File: src/rtl/rr_mux_arbiter_if.sv
`default_nettype none
// ============================================================================
// Module      : rr_mux_arbiter_if
// Description : Request, data and valid/ready bus between four sources, the
//               round-robin mux arbiter and the shared downstream consumer.
// Revision    : 1.0 - initial release
// ============================================================================
interface rr_mux_arbiter_if #(
    parameter int DW = 2
);
    logic [3:0]    req;
    logic [3:0]    lock;
    logic [DW-1:0] d0;
    logic [DW-1:0] d1;
    logic [DW-1:0] d2;
    logic [DW-1:0] d3;
    logic          out_ready;
    logic          out_valid;
    logic [DW-1:0] out_data;
    logic [3:0]    grant;
    logic [1:0]    sel;
    logic          busy;

    // Sources and consumer side: drives requests/data/ready, observes the port
    modport master (
        output req, lock, d0, d1, d2, d3, out_ready,
        input  out_valid, out_data, grant, sel, busy
    );

    // Arbiter side
    modport slave (
        input  req, lock, d0, d1, d2, d3, out_ready,
        output out_valid, out_data, grant, sel, busy
    );
endinterface
`default_nettype wire

File: src/rtl/rr_mux_arbiter.sv
`default_nettype none
// ============================================================================
// Module      : rr_mux_arbiter
// Description : Round-robin arbiter for a shared 4:1 data mux. Registers the
//               winner's word on a valid/ready port, holds it under
//               backpressure, and supports bounded lock bursts per requester.
// Revision    : 1.0 - initial release
// ============================================================================
module rr_mux_arbiter #(
    parameter int DW        = 2,
    parameter int MAX_BURST = 4
) (
    input  logic             clk,
    input  logic             rst_n,
    rr_mux_arbiter_if.slave  bus
);

    localparam logic [3:0] c_max_burst = 4'(MAX_BURST);

    typedef enum logic [0:0] {
        ST_IDLE = 1'b0,
        ST_XFER = 1'b1
    } state_t;

    state_t        r_state;
    logic [1:0]    r_ptr;
    logic [3:0]    r_cnt;
    logic [1:0]    r_win;
    logic [3:0]    r_grant;
    logic [1:0]    r_sel;
    logic [DW-1:0] r_data;
    logic          r_valid;

    state_t        w_state;
    logic [1:0]    w_ptr;
    logic [3:0]    w_cnt;
    logic [1:0]    w_win;
    logic [3:0]    w_grant;
    logic [1:0]    w_sel;
    logic [DW-1:0] w_data;
    logic          w_valid;

    logic [DW-1:0] w_src [4];
    logic [3:0]    w_arb_req;
    logic [1:0]    w_arb_ptr;
    logic [2:0]    w_arb;
    logic          w_found;
    logic [1:0]    w_pick;

    // First asserted request scanning upward from p (mod 4); returns {found, index}.
    // The scan runs from the farthest offset down so the nearest hit is kept last.
    function automatic logic [2:0] f_arb(input logic [3:0] r, input logic [1:0] p);
        logic [2:0] res;
        logic [1:0] idx;
        res = 3'b000;
        for (int k = 3; k >= 0; k--) begin
            idx = p + 2'(k);
            if (r[idx]) begin
                res = {1'b1, idx};
            end
        end
        return res;
    endfunction

    // Source words indexed by requester number
    always_comb begin
        w_src[0] = bus.d0;
        w_src[1] = bus.d1;
        w_src[2] = bus.d2;
        w_src[3] = bus.d3;
    end

    // Arbitration inputs: in XFER this is the rotation case, so the pointer
    // moves past the current owner and its request is masked out.
    always_comb begin
        w_arb_req = bus.req;
        w_arb_ptr = r_ptr;
        if (r_state == ST_XFER) begin
            w_arb_req = bus.req & ~(4'b0001 << r_win);
            w_arb_ptr = r_win + 2'd1;
        end
        w_arb   = f_arb(w_arb_req, w_arb_ptr);
        w_found = w_arb[2];
        w_pick  = w_arb[1:0];
    end

    // Next-state and registered-output decisions
    always_comb begin
        w_state = r_state;
        w_ptr   = r_ptr;
        w_cnt   = r_cnt;
        w_win   = r_win;
        w_grant = r_grant;
        w_sel   = r_sel;
        w_data  = r_data;
        w_valid = r_valid;
        case (r_state)
            ST_IDLE: begin
                if (w_found) begin
                    w_state = ST_XFER;
                    w_win   = w_pick;
                    w_grant = 4'b0001 << w_pick;
                    w_sel   = ~w_pick;
                    w_data  = w_src[w_pick];
                    w_valid = 1'b1;
                    w_cnt   = 4'd1;
                end
            end
            ST_XFER: begin
                // out_valid is always high in XFER, so out_ready alone marks the handshake
                if (bus.out_ready) begin
                    if (bus.lock[r_win] && bus.req[r_win] && (r_cnt < c_max_burst)) begin
                        w_data = w_src[r_win];
                        w_cnt  = r_cnt + 4'd1;
                    end else begin
                        w_ptr = r_win + 2'd1;
                        if (w_found) begin
                            w_win   = w_pick;
                            w_grant = 4'b0001 << w_pick;
                            w_sel   = ~w_pick;
                            w_data  = w_src[w_pick];
                            w_cnt   = 4'd1;
                        end else begin
                            w_state = ST_IDLE;
                            w_valid = 1'b0;
                            w_grant = 4'b0000;
                        end
                    end
                end
            end
            default: begin
                w_state = ST_IDLE;
                w_valid = 1'b0;
                w_grant = 4'b0000;
            end
        endcase
    end

    // State and output registers; reset discards any in-flight beat at once
    always_ff @(posedge clk or negedge rst_n) begin
        if (!rst_n) begin
            r_state <= ST_IDLE;
            r_ptr   <= 2'd0;
            r_cnt   <= 4'd0;
            r_win   <= 2'd0;
            r_grant <= 4'b0000;
            r_sel   <= 2'b11;
            r_data  <= '0;
            r_valid <= 1'b0;
        end else begin
            r_state <= w_state;
            r_ptr   <= w_ptr;
            r_cnt   <= w_cnt;
            r_win   <= w_win;
            r_grant <= w_grant;
            r_sel   <= w_sel;
            r_data  <= w_data;
            r_valid <= w_valid;
        end
    end

    assign bus.out_valid = r_valid;
    assign bus.out_data  = r_data;
    assign bus.grant     = r_grant;
    assign bus.sel       = r_sel;
    assign bus.busy      = r_valid;

endmodule
`default_nettype wire

File: src/flat_wrapper.sv
// flat-port wrapper written by rule: the top's interface ports become plain ports
module rr_mux_arbiter_flat 
#(
    parameter int DW        = 2,
    parameter int MAX_BURST = 4
)
  (clk, rst_n, bus_req, bus_lock, bus_d0, bus_d1, bus_d2, bus_d3, bus_out_ready, bus_out_valid, bus_out_data, bus_grant, bus_sel, bus_busy);
  rr_mux_arbiter_if #(.DW(DW)) bus_i ();
  input  logic clk;
  input  logic rst_n;
  input wire logic [$bits(bus_i.req)-1:0] bus_req;
  input wire logic [$bits(bus_i.lock)-1:0] bus_lock;
  input wire logic [$bits(bus_i.d0)-1:0] bus_d0;
  input wire logic [$bits(bus_i.d1)-1:0] bus_d1;
  input wire logic [$bits(bus_i.d2)-1:0] bus_d2;
  input wire logic [$bits(bus_i.d3)-1:0] bus_d3;
  input wire logic [$bits(bus_i.out_ready)-1:0] bus_out_ready;
  output wire logic [$bits(bus_i.out_valid)-1:0] bus_out_valid;
  output wire logic [$bits(bus_i.out_data)-1:0] bus_out_data;
  output wire logic [$bits(bus_i.grant)-1:0] bus_grant;
  output wire logic [$bits(bus_i.sel)-1:0] bus_sel;
  output wire logic [$bits(bus_i.busy)-1:0] bus_busy;
  assign bus_i.req = bus_req;
  assign bus_i.lock = bus_lock;
  assign bus_i.d0 = bus_d0;
  assign bus_i.d1 = bus_d1;
  assign bus_i.d2 = bus_d2;
  assign bus_i.d3 = bus_d3;
  assign bus_i.out_ready = bus_out_ready;
  assign bus_out_valid = bus_i.out_valid;
  assign bus_out_data = bus_i.out_data;
  assign bus_grant = bus_i.grant;
  assign bus_sel = bus_i.sel;
  assign bus_busy = bus_i.busy;
  rr_mux_arbiter #(.DW(DW), .MAX_BURST(MAX_BURST)) u_core (.clk(clk), .rst_n(rst_n), .bus(bus_i));
endmodule
File: config.mk
export PLATFORM = sky130hd
export DESIGN_NAME = rr_mux_arbiter_flat
export DESIGN_NICKNAME = d
export VERILOG_FILES = /design/src/rtl/rr_mux_arbiter_if.sv /design/src/rtl/rr_mux_arbiter.sv /design/src/flat_wrapper.sv
export SDC_FILE = /design/constraint.sdc
export NUM_CORES = 1
export LEC_CHECK = 0
export CAP_MARGIN = 20
export CORE_ASPECT_RATIO = 0.75
export CORE_MARGIN = 1.5
export CORE_UTILIZATION = 45
export CTS_BUF_LIST = sky130_fd_sc_hd__clkbuf_8 sky130_fd_sc_hd__clkbuf_16
export DETAILED_ROUTE_END_ITERATION = 8
export PLACE_DENSITY = 0.76
export SETUP_SLACK_MARGIN = 0.1
export SYNTH_ARGS = -nofsm -noshare
export SYNTH_HDL_FRONTEND = slang
export SYNTH_SLANG_ARGS = --single-unit
File: constraint.sdc
create_clock -name clk -period 2 [get_ports clk]
set_input_delay 0.6 -clock clk [delete_from_list [all_inputs] [get_ports clk]]
set_output_delay 0.6 -clock clk [all_outputs]
set_load 0.02 [all_outputs]
==> results of run 1 <==
Yosys cell counts, drive strengths merged, types with 2 or more instances:
master / number / area (sq um)
nand2b: 4 / 25.0
dfstp: 2 / 52.6
a21boi: 5 / 37.5
mux2: 2 / 22.5
or2: 2 / 12.5
or3: 2 / 12.5
o21ai: 9 / 45.0
a2bb2oi: 4 / 35.0
a21oi: 5 / 28.8
nor2: 5 / 18.8
nand3: 4 / 20.0
nor3: 2 / 26.3
nor4: 2 / 12.5
a31oi: 4 / 25.0
nor2b: 5 / 31.3
o21a: 2 / 15.0
mux4: 3 / 75.1
dfrtp: 16 / 400
clkbuf: 2 / 17.5
o31ai: 3 / 36.3
buf: 4 / 41.3
a22oi: 2 / 15.0
and2: 3 / 21.3
nand2: 14 / 55.1
ha: 5 / 62.6
mux2i: 5 / 50.1
inv: 4 / 15.0
o221ai: 3 / 26.3
o211ai: 2 / 15.0
per-layer routing:
metal / share of wire / up-vias / global-route usage
met4: 0.037 / 0 / 0.0709
li1: - / 607 / -
met3: 0.057 / 18 / 0.0647
met1: 0.41 / 627 / 0.310
met2: 0.50 / 56 / 0.448
met5: 0 / - / 0
registers in the layout, summed over array words and instances, names as in the netlist:
name                 flops
u_core.bus.grant         4
u_core.r_ptr             2
u_core.r_win             2
u_core.bus.sel           2
u_core.bus.out_data      2
u_core.bus.busy          1
u_core.r_cnt             4
u_core.r_state           1
area by class of cell:
class / instances / area [sq um]
sequential: 18 / 455
clock buffer: 4 / 55.1
timing repair buffer: 64 / 596
multi-input combinational: 102 / 1020
inverter: 4 / 17.5
fill: 143 / 470
tap: 36 / 45.0
what timing repair did:
action / 4_1_cts / 5_1_grt
endpoints found under the hold margin: 0 / 0
endpoints found under the setup margin: 20 / 22
setup buffers: 5 / 6
pin swaps: 20 / 14
resized for setup: 51 / 32
gates cloned: 1 / 0
cells by family (layout without fill, tap and decap cells):
logic type	count (synthesis)	in the layout	share of synthesized area
flip-flops	18	18	0.352
multiplexers	10	10	0.115
AND/OR/NAND/NOR	44	45	0.189
AO/OA/AOI/OAI	42	42	0.238
buffers and inverters	10	72	0.0574
adder cells (fa/ha/maj)	5	5	0.0486
power by group through the flow:
stage / clock [mW] / combinational, mW / sequential (mW)
after floorplan: 0 / 1.00 / 0.741
after global placement: 0 / 1.68 / 0.666
after detailed placement: 0 / 1.73 / 0.674
after CTS: 0.314 / 2.10 / 0.676
after global routing: 0.327 / 2.53 / 0.707
final: 0.300 / 2.40 / 0.688
tightest hold or removal path: stages, from the launching register on:
cell and delay [ps]:
dfrtp_1 370, a2bb2oi_2 70, o221ai_2 60
worst paths after layout:
check | end | slack (ps) | depth (start not counted)
worst min-delay path | u_core.bus.out_data[0] | 530 | 2
worst max-delay path | u_core.r_ptr[1] | -130 | 6
min in group asynchronous | u_core.bus.grant[2] | 680 | 2
worst min register to register | u_core.bus.out_data[0] | 530 | 2
worst max register to register | u_core.bus.out_data[0] | -110 | 8
max in group asynchronous | u_core.bus.sel[1] | 1040 | 2
per-stage QoR:
step | setup WS [ps] | std cells | setup TNS, ps
after floorplan | -23.1 | 129 | -23.1
after global placement | -535 | 212 | -7850
after detailed placement | -644 | 212 | -9180
after CTS | -32.5 | 222 | -63.6
after global routing | -155 | 228 | -1520
final | -126 | 228 | -1070
==> results.py, run 1 <==
metrics = {
    "sta": {
        "maxSlewViolCount": 0,
        "rsz0062_at_grt": "true",
        "fin_worst_hold_slack_ps": 533,
        "setup_ws_ps": -126,
        "fmax_ghz": 0.470,
        "period_share": 1.06,
        "min_period_ps": 2130,
        "worst_pin_slew_ps": 346,
        "finClkSkew_ps": 3.91,
        "hold_viol": 0,
        "setup_viol": 14,
        "slew_headroom": 0.769,
    },
    "floorplan": {
        "rows": 16,
        "fp.dieH_um": 49.3,
        "ios": 29,
        "core_sq_um": 2660,
        "start_util": 0.483,
        "die_area_sq_um": 3190,
        "die_w_um": 64.7,
    },
    "run": {
        "cap_violations": 0,
    },
    "status": {
        "violations": "negative setup slack",
        "status": "finished with violations",
    },
    "power_and_ir_drop": {
        "p_leak_nw": 0.971,
        "p_switching_mw": 1.41,
        "power_density_nw_per_um2": 1550,
        "clkPwrFrac": 0.089,
        "p_total_mw": 3.39,
        "pwr-share-comb": 0.708,
        "intPower_mw": 1.98,
        "swShare": 0.415,
        "p_seq_frac": 0.203,
        "ir_drop_v": 0.000875,
    },
    "final_layout": {
        "post-route-util": 0.823,
        "finish.instance_area_sq_um": 2190,
        "n_antenna_cell": 0,
        "final_common_cell": "buf_4",
        "drive_above_1_share": 0.495,
        "syn_to_final_growth_pct": 70.4,
        "final_nets": 217,
        "layout.cells.most_common_list": "27 x buf_4, 14 x dfrtp_1, 13 x clkdlybuf4s50_1, 12 x nand2_1, 8 x buf_6",
    },
    "cts": {
        "cts_buffers": 3,
        "cts_hold_buf": 0,
        "cts_root_buf": "clkbuf_8",
        "clk_latency_ps": 260,
        "clkSlewWorstSetupHoldPaths_ps": 70,
        "cts_sinks": 18,
        "htree_levels": 1,
        "clockBufferDepth": 2,
        "tritoncts": "done",
    },
    "global_route": {
        "grt_max_degree": 19,
        "grt_pass1_wl_um": 6160,
        "overflow": 0,
        "grt_usage": 0.256,
        "grt_pass1_vias": 1329,
        "antenna_found_initial": 0,
    },
    "synth": {
        "ys.flop_type": "dfrtp_1",
        "synth_area_sq_um": 1290,
        "synth.avg_cell_area_sq_um": 9.97,
        "synthArstFlopShare": 1.00,
        "synth_warnings": 0,
        "synth_cells": 129,
        "synth-edff-count": 0,
        "yosysSeqAreaShare": 0.352,
        "post_synth_num_cell_types": 43,
        "synth_nets": 153,
        "synth-seq-cells": 18,
    },
    "setup_path": {
        "crit_chain": "clkdlybuf4s15_2, nand2_1, mux4_2, o31ai_4, or2_4, mux2_4",
        "end_kind": "flip-flop",
        "crit_type": "primary input to flip-flop",
        "cp_slowest_stage_delay_ps": 530,
        "crit_buf_inv": 1,
        "critical-path-top-delay-family": "multiplexers",
        "path_max_fanout": 4,
        "crit_path_start": "bus_req[3]",
        "r2r-start": "u_core.r_win[0]",
        "cp.required_ps": 2150,
        "critPathLaunchType": "primary input",
        "critPathSlowestCell": "mux4_2",
        "worstPathArrival_ps": 2270,
    },
    "hold_path": {
        "hold_path_class": "flip-flop to flip-flop",
        "min_from": "u_core.bus.out_data[0]",
    },
    "drt": {
        "drc": 0,
        "antenna_left": 0,
        "via_per_inst": 5.74,
        "wirelength_um": 4150,
        "wl_per_cell_um": 18.2,
        "dr_total_vias": 1308,
        "drt_iter0_drc": 88,
        "drt_first_pass_iters": 4,
    },
    "placed_design": {
        "gp_congestion": 0.821,
        "io_buffers": 28,
        "dpl_cell_area_sq_um": 1800,
        "hpwlAfterDp_um": 2480,
    },
}
(Power assumes the default switching activity.)
==> run 2: changes to the inputs <==
--- a/config.mk
+++ b/config.mk
@@ -5,7 +5,6 @@
 export SDC_FILE = /design/constraint.sdc
 export NUM_CORES = 1
 export LEC_CHECK = 0
-export CAP_MARGIN = 20
 export CORE_ASPECT_RATIO = 0.75
 export CORE_MARGIN = 1.5
 export CORE_UTILIZATION = 45
@@ -13,6 +12,7 @@
 export DETAILED_ROUTE_END_ITERATION = 8
 export PLACE_DENSITY = 0.76
 export SETUP_SLACK_MARGIN = 0.1
+export SLEW_MARGIN = 20
 export SYNTH_ARGS = -nofsm -noshare
 export SYNTH_HDL_FRONTEND = slang
 export SYNTH_SLANG_ARGS = --single-unit
==> results of run 2 <==
No change in the layout: final DEF, timing and power equal those of run 1.
==> run 3: changes to the inputs <==
--- a/config.mk
+++ b/config.mk
@@ -10,7 +10,7 @@
 export CORE_UTILIZATION = 45
 export CTS_BUF_LIST = sky130_fd_sc_hd__clkbuf_8 sky130_fd_sc_hd__clkbuf_16
 export DETAILED_ROUTE_END_ITERATION = 8
-export PLACE_DENSITY = 0.76
+export PLACE_DENSITY = 0.81
 export SETUP_SLACK_MARGIN = 0.1
 export SLEW_MARGIN = 20
 export SYNTH_ARGS = -nofsm -noshare
==> results.py, run 3 (same netlist as run 1, synthesis figures left out) <==
metrics = {
    "status": {
        "status": "finished with violations",
        "violations": "negative setup slack",
    },
    "sta": {
        "worst_pin_slew_ps": 367,
        "rsz0062_at_grt": "true",
        "period_share": 1.05,
        "finClkSkew_ps": 5.83,
        "fmax_ghz": 0.477,
        "maxSlewViolCount": 0,
        "hold_viol": 0,
        "setup_ws_ps": -95.7,
        "setup_viol": 6,
        "min_period_ps": 2100,
        "slew_headroom": 0.755,
    },
    "global_route": {
        "grt_pass1_wl_um": 6270,
        "overflow": 0,
        "grt_max_degree": 19,
        "grt_pass1_vias": 1341,
        "grt_usage": 0.260,
        "antenna_found_initial": 0,
    },
    "placed_design": {
        "dpl_cell_area_sq_um": 1780,
        "io_buffers": 28,
        "hpwlAfterDp_um": 2590,
        "gp_congestion": 0.816,
        "dp.cells": 210,
    },
    "floorplan": {
        "die_w_um": 64.7,
        "ios": 29,
        "die_area_sq_um": 3190,
        "core_sq_um": 2660,
        "fp.dieH_um": 49.3,
        "start_util": 0.483,
        "rows": 16,
    },
    "final_layout": {
        "layout.cells.most_common_list": "29 x buf_4, 15 x clkdlybuf4s50_1, 14 x dfrtp_1, 10 x nand2_1, 8 x buf_6",
        "syn_to_final_growth_pct": 66.1,
        "final_nets": 218,
        "fin_cells": 229,
        "post-route-util": 0.802,
        "n_antenna_cell": 0,
        "drive_above_1_share": 0.487,
        "final_common_cell": "buf_4",
        "finish.instance_area_sq_um": 2140,
    },
    "power_and_ir_drop": {
        "power_density_nw_per_um2": 1580,
        "ir_drop_v": 0.000961,
        "p_leak_nw": 0.942,
    },
    "drt": {
        "antenna_left": 0,
        "drc": 0,
        "dr_total_vias": 1349,
        "wirelength_um": 4140,
        "drt_first_pass_iters": 4,
        "drt_iter0_drc": 79,
        "via_per_inst": 5.89,
        "wl_per_cell_um": 18.1,
    },
    "cts": {
        "cts_root_buf": "clkbuf_8",
        "htree_levels": 1,
        "cts_buffers": 3,
        "clockBufferDepth": 2,
        "tritoncts": "done",
        "clk_latency_ps": 260,
        "cts_sinks": 18,
        "clkSlewWorstSetupHoldPaths_ps": 70,
        "cts_hold_buf": 0,
    },
    "setup_path": {
        "critPathSlowestCell": "mux4_1",
        "end_kind": "flip-flop",
        "cp.required_ps": 2120,
        "worstPathArrival_ps": 2210,
        "path_max_fanout": 2,
        "critPathLaunchType": "primary input",
        "cp_slowest_stage_delay_ps": 550,
        "crit_chain": "clkdlybuf4s50_1, mux4_1, a31oi_1, a2bb2oi_1, o221ai_1",
        "crit_type": "primary input to flip-flop",
    },
    "run": {
        "cap_violations": 0,
    },
    "hold_path": {
        "hold_path_class": "flip-flop to flip-flop",
    },
}
## run 3: path summary, 6_finish.rpt
kind,from,slack [ps],end,cells past startpoint
worst min-delay path,u_core.r_ptr[0],510,u_core.r_ptr[0],2
min in group asynchronous,rst_n,670,u_core.r_ptr[0],2
worst max-delay path,bus_d2[1],-100,u_core.bus.out_data[1],5
worst min register to register,u_core.r_ptr[0],510,u_core.r_ptr[0],2
worst max register to register,u_core.r_win[1],-70,u_core.bus.out_data[1],9
max in group asynchronous,rst_n,1060,u_core.bus.sel[0],2
## run 3: worst max-delay path: cells and delay by family
| family | cells | cell delay (ps) |
|---|---|---|
| mux | 1 | 550 |
| compound gates | 3 | 600 |
| buf+inv | 1 | 450 |
## run 3: stage by stage
step,power (mW),setup WS [ps],hold WS [ps],setup TNS [ps]
2_1_floorplan,1.75,-23.1,304,-23.1
3_3_place_gp,2.32,-545,503,-7920
3_5_place_dp,2.40,-602,497,-9210
4_1_cts,2.99,-41.5,510,-146
5_1_grt,3.55,-129,557,-693
6_report,3.37,-95.7,511,-344
## run 3: per-layer routing
layer	vias up	track usage	part of all wire
met2	61	0.485	0.52
met5	-	0	0
met4	0	0.0496	0.041
met3	16	0.0693	0.048
li1	610	-	-
met1	662	0.297	0.39
## run 3: final cells by class
cell class              instances  area (sq um)
clock buffers                   4          55.1
well taps                      36          45.0
multi-input cells             101           970
repair buffers                 66           593
flip-flops and latches         18           455
inverters                       4          17.5
fillers                       156           527
## run 3: repair_timing
item	CTS	global route
pin swaps	12	8
resized for setup	51	31
buffers inserted	10	5
setup endpoints to repair	20	20
hold endpoints to repair	0	0
## run 3: where the power goes
group | total (mW) | internal, mW | switching [mW] | leakage [nW]
clock network | 0.302 | 0.175 | 0.127 | 0.0288
registers | 0.686 | 0.525 | 0.161 | 0.218
logic | 2.39 | 1.29 | 1.10 | 0.696
